==> src/rtl/sweep_limit_counter.sv <==
// sweep_limit_counter: drives one servo axis through NUM_PASSES forward/reverse
// passes between position 0 and a latched LIMIT at a prescaled step rate.
//   CLK   - system clock, rising edge
//   RST   - synchronous active-high reset
//   SWEEP - level sweep enable; a new sweep needs a low-then-high transition
//   LIMIT - end position, sampled only when a sweep starts
//   MOVE  - servo move enable, high while stepping
//   DIR   - 0 counting up, 1 counting down
//   POS   - current position
//   PASS  - completed passes in the current sweep
//   BUSY  - high while running
//   DONE  - one-cycle pulse when all passes complete
module sweep_limit_counter #(
    parameter int WIDTH      = 12,
    parameter int PRESCALE   = 1,
    parameter int NUM_PASSES = 2,
    localparam int PASS_W    = $clog2(NUM_PASSES + 1)
) (
    input  logic              CLK,
    input  logic              RST,
    input  logic              SWEEP,
    input  logic [WIDTH-1:0]  LIMIT,
    output logic              MOVE,
    output logic              DIR,
    output logic [WIDTH-1:0]  POS,
    output logic [PASS_W-1:0] PASS,
    output logic              BUSY,
    output logic              DONE
);
    localparam int PS_W = PRESCALE > 1 ? $clog2(PRESCALE) : 1;

    typedef enum logic [1:0] {IDLE, RUN, HOLD} state_t;

    state_t            state;
    logic [PS_W-1:0]   presc;
    logic [WIDTH-1:0]  lim_q;
    logic [WIDTH-1:0]  pos_nx;
    logic [PASS_W-1:0] pass_nx;
    logic              tick;
    logic              pass_end;
    logic              last;

    // Pass end is judged on the next position so POS never steps past lim_q
    // or below 0, which also keeps an all-ones limit from wrapping.
    always_comb begin
        pos_nx   = DIR ? POS - WIDTH'(1) : POS + WIDTH'(1);
        pass_nx  = PASS + PASS_W'(1);
        tick     = presc == PS_W'(PRESCALE - 1);
        pass_end = DIR ? pos_nx == '0 : pos_nx == lim_q;
        last     = pass_nx == PASS_W'(NUM_PASSES);
    end

    always_ff @(posedge CLK) begin
        if (RST) begin
            state <= IDLE;
            presc <= '0;
            lim_q <= '0;
            MOVE  <= 1'b0;
            DIR   <= 1'b0;
            POS   <= '0;
            PASS  <= '0;
            BUSY  <= 1'b0;
            DONE  <= 1'b0;
        end else begin
            DONE <= 1'b0;
            unique case (state)
                IDLE: begin
                    if (SWEEP) begin
                        POS   <= '0;
                        PASS  <= '0;
                        DIR   <= 1'b0;
                        presc <= '0;
                        if (LIMIT != '0) begin
                            lim_q <= LIMIT;
                            MOVE  <= 1'b1;
                            BUSY  <= 1'b1;
                            state <= RUN;
                        end else begin
                            DONE  <= 1'b1;
                            state <= HOLD;
                        end
                    end
                end
                RUN: begin
                    if (!SWEEP) begin
                        MOVE  <= 1'b0;
                        BUSY  <= 1'b0;
                        state <= IDLE;
                    end else if (tick) begin
                        presc <= '0;
                        POS   <= pos_nx;
                        if (pass_end) begin
                            PASS <= pass_nx;
                            if (last) begin
                                MOVE  <= 1'b0;
                                BUSY  <= 1'b0;
                                DONE  <= 1'b1;
                                state <= HOLD;
                            end else begin
                                DIR <= ~DIR;
                            end
                        end
                    end else begin
                        presc <= presc + PS_W'(1);
                    end
                end
                HOLD: begin
                    if (!SWEEP) state <= IDLE;
                end
                default: state <= IDLE;
            endcase
        end
    end
endmodule

==> config.mk <==
export PLATFORM = sky130hd
export DESIGN_NAME = sweep_limit_counter
export DESIGN_NICKNAME = d
export VERILOG_FILES = /design/src/rtl/sweep_limit_counter.sv
export SDC_FILE = /design/constraint.sdc
export NUM_CORES = 1
export LEC_CHECK = 0
export ABC_AREA = 0
export ABC_CLOCK_PERIOD_IN_PS = 5600
export CAP_MARGIN = 20
export CORE_MARGIN = 2
export CORE_UTILIZATION = 31
export CTS_BUF_LIST = sky130_fd_sc_hd__clkbuf_4
export CTS_CLUSTER_SIZE = 25
export DETAILED_ROUTE_END_ITERATION = 8
export GPL_TIMING_DRIVEN = 0
export SLEW_MARGIN = 20
export SYNTH_ARGS = -nofsm -noshare
export SYNTH_HDL_FRONTEND = slang
export SYNTH_SLANG_ARGS = --single-unit
==> constraint.sdc <==
create_clock -name CLK -period 5.6 [get_ports CLK]
set_clock_uncertainty 0.1 [all_clocks]
set_input_delay 0.84 -clock CLK [delete_from_list [all_inputs] [get_ports CLK]]
set_output_delay 0.84 -clock CLK [all_outputs]
set_load 0.01 [all_outputs]
==> flow_summary.ini <==
[outcome]
status = complete, no violations

[pwr]
power_switching_mw = 0.128
power_density_nw_per_um2 = 166
cellLeakagePower_nw = 1.02
power_frac_seq = 0.538
switching_share = 0.293
power.share.clock = 0.308
internal-power_mw = 0.309
ir_drop_uv = 122
pwr-share-comb = 0.154

[place]
dp.cells = 368
hpwl_mm = 4.49
port_buffers = 32
place.gp.congestion = 0.858

[yosys]
syn_nets = 284
synth-simple-area-share = 0.218
synth_top_family_by_area = compound AO/OA/AOI/OAI gates
synthAdderAreaFrac = 0.0787
synthFlopType = dfxtp_1
synth_mux_area_frac = 0.0694
avgSynthCellArea_um2 = 8.45
netlist_top_cells_area = dfxtp_1 29%, ha_1 6.9%, mux2i_1 6.9%
netlist_area_um2 = 2160
yosys_warnings = 0
yosysMostFrequentCell = nor2_1
synthArstFlopShare = 0
synth_top_area_share = 0.287
synth_compound_area_frac = 0.218
synth_area_leader_cell = dfxtp_1
synth_common_cells = 37 x nor2_1, 31 x dfxtp_1, 15 x mux2i_1, 13 x a21oi_1, 13 x xnor2_1
synth_xor_area_frac = 0.0874
synth_edf_count = 0
ys_ff_latch = 31
synth_cells = 256
synth.distinct_cells = 51
ys_seq_area_frac = 0.287

[sta]
finalMaxSlewViolations = 0
hold_viol_final = 0
finalSetupViolCount = 0
setup_tns_ps = 0
fmax_ghz = 0.239
worst_slew_pin_slew_ps = 800
rsz0062_at_grt = no
finalCritPeriodShare = 0.746
min_period_ps = 4180
max_slew_margin = 0.467

[clock_tree]
numCtsBuffers = 5
clk_pin_slew_worst_paths_ps = 110
numClockSinks = 31
tritoncts = done
clock_tree.root_cell = clkbuf_4
cts_hold_buf = 0
post_cts_resized = 0
worst_skew_pair.late_latency_ps = 340
cts_setup_buffers = 0
cts_max_level = 2
cts.path.max_buffers = 2

[setup_path]
critPathKind = flop to flop
rr_startpoint = DIR
start_kind = flop
crit_path_end_kind = flop
critPathMaxFanout = 18
required_ps = 5750
rrSetupSlack_ps = 1420
reg2reg_depth = 9
worstPathArrival_ps = 4330
crit_start = DIR

[route]
wl_per_cell_um = 15.6
drt_iter0_drc = 70
dr.pass1.iters = 4
dr_total_vias = 2009
viasPerCell = 5.34
drcViolationCount = 0
drt-total-wl_mm = 5.87
postRouteAntennaNets = 0

[die]
die_h_um = 87.5
rows = 30
die_w_um = 87.5
core_area_um2 = 6760
die-area_um2 = 7660
initial_core_util = 0.320
pin_count = 33

[final_layout]
final-seq-area_um2 = 621
final_nets = 323
fill_cells = 716
num_antenna_cells = 0
multiInputGateArea_um2 = 1450
fin_util = 0.391
drive_above_1_share = 0.0574
area_growth_pct = 22.1
fin_cells = 376

[global_route]
gr-total-overflow = 0
grt_pass1_wl_mm = 9.58
grt_max_degree = 19
grt_usage = 0.161
grt_pass1_vias = 1918
antenna_found_initial = 0

[hold_path]
hold_path_depth = 2
min-delay-path-class = flop to flop
hold_start = POS[8]

[job]
cap_violations = 0
## flip-flops by register name, summed over array words and instances (netlist names)
register / count
DONE: 1
DIR: 1
POS: 12
BUSY: 1
lim_q: 12
state: 2
PASS: 2
## layout by cell type, fill, tap and decap left out, drive strengths merged, types with 3 or more instances in the layout
master	instances
nor2	37
clkdlybuf4s50	32
dfxtp	31
mux2i	15
a21oi	14
clkbuf	14
xnor2	13
ha	12
nand3	10
nand2	9
a22oi	9
o21ai	9
inv	7
nor4	7
a211oi	7
xor2	6
buf	6
nand2b	5
nand4	5
and3	4
o211ai	4
nor4b	3
or3	3
nor3	3
## power groups by stage
stage / logic, mW / clock network [mW] / registers (mW)
finish: 0.0673 / 0.135 / 0.235
global route: 0.0748 / 0.147 / 0.237
CTS: 0.0674 / 0.136 / 0.235
detailed placement: 0.0671 / 0 / 0.241
global placement: 0.0671 / 0 / 0.240
floorplan: 0.0418 / 0 / 0.238
## critical path, cell delays in order, from the launching register on
cell,delay (ps)
dfxtp_1,840
ha_1,430
a211oi_1,550
o211ai_1,180
a211oi_1,510
or4b_1,510
nor3_2,170
a32oi_2,160
o31a_1,330
a2111oi_4,310
## final timing paths
kind	endpoint
worst min-delay path	POS[8]
worst max-delay path	state[1]
worst min register to register	POS[8]
worst max register to register	state[1]
## per-stage QoR
step	instance area [µm²]	total power [mW]	setup slack, ps	hold WS (ps)
6_report	2640	0.437	1420	417
5_1_grt	2640	0.458	1000	432
4_1_cts	2640	0.439	1360	419
3_5_place_dp	2580	0.308	1420	396
3_3_place_gp	2580	0.307	1370	389
2_1_floorplan	2160	0.280	2050	362
## final cells by class
type                            instances  area share
Tap cell                               80      0.0379
Clock buffer                            5      0.0142
Inverter                                7     0.00995
Clock inverter                          3     0.00758
Buffer                                 15      0.0237
Timing Repair Buffer                   32       0.121
Multi-Input combinational cell        203       0.550
Sequential cell                        31       0.235
## layer usage
| metal | global-route usage | vias up | part of all wire |
|---|---|---|---|
| met3 | 0.0360 | 3 | 0.039 |
| met4 | 0.0434 | 0 | 0.0017 |
| met2 | 0.247 | 39 | 0.47 |
| li1 | - | 1028 | - |
| met5 | 0 | - | 0 |
| met1 | 0.229 | 939 | 0.49 |
## cell families after synthesis
| logic type | Yosys count |
|---|---|
| AO/OA/AOI/OAI | 62 |
| XOR/XNOR | 20 |
| adder cells (fa/ha/maj) | 13 |
| buffers and inverters | 22 |
| flip-flops | 31 |
| multiplexers | 15 |
| AND/OR/NAND/NOR | 93 |
(Power assumes the default switching activity.)
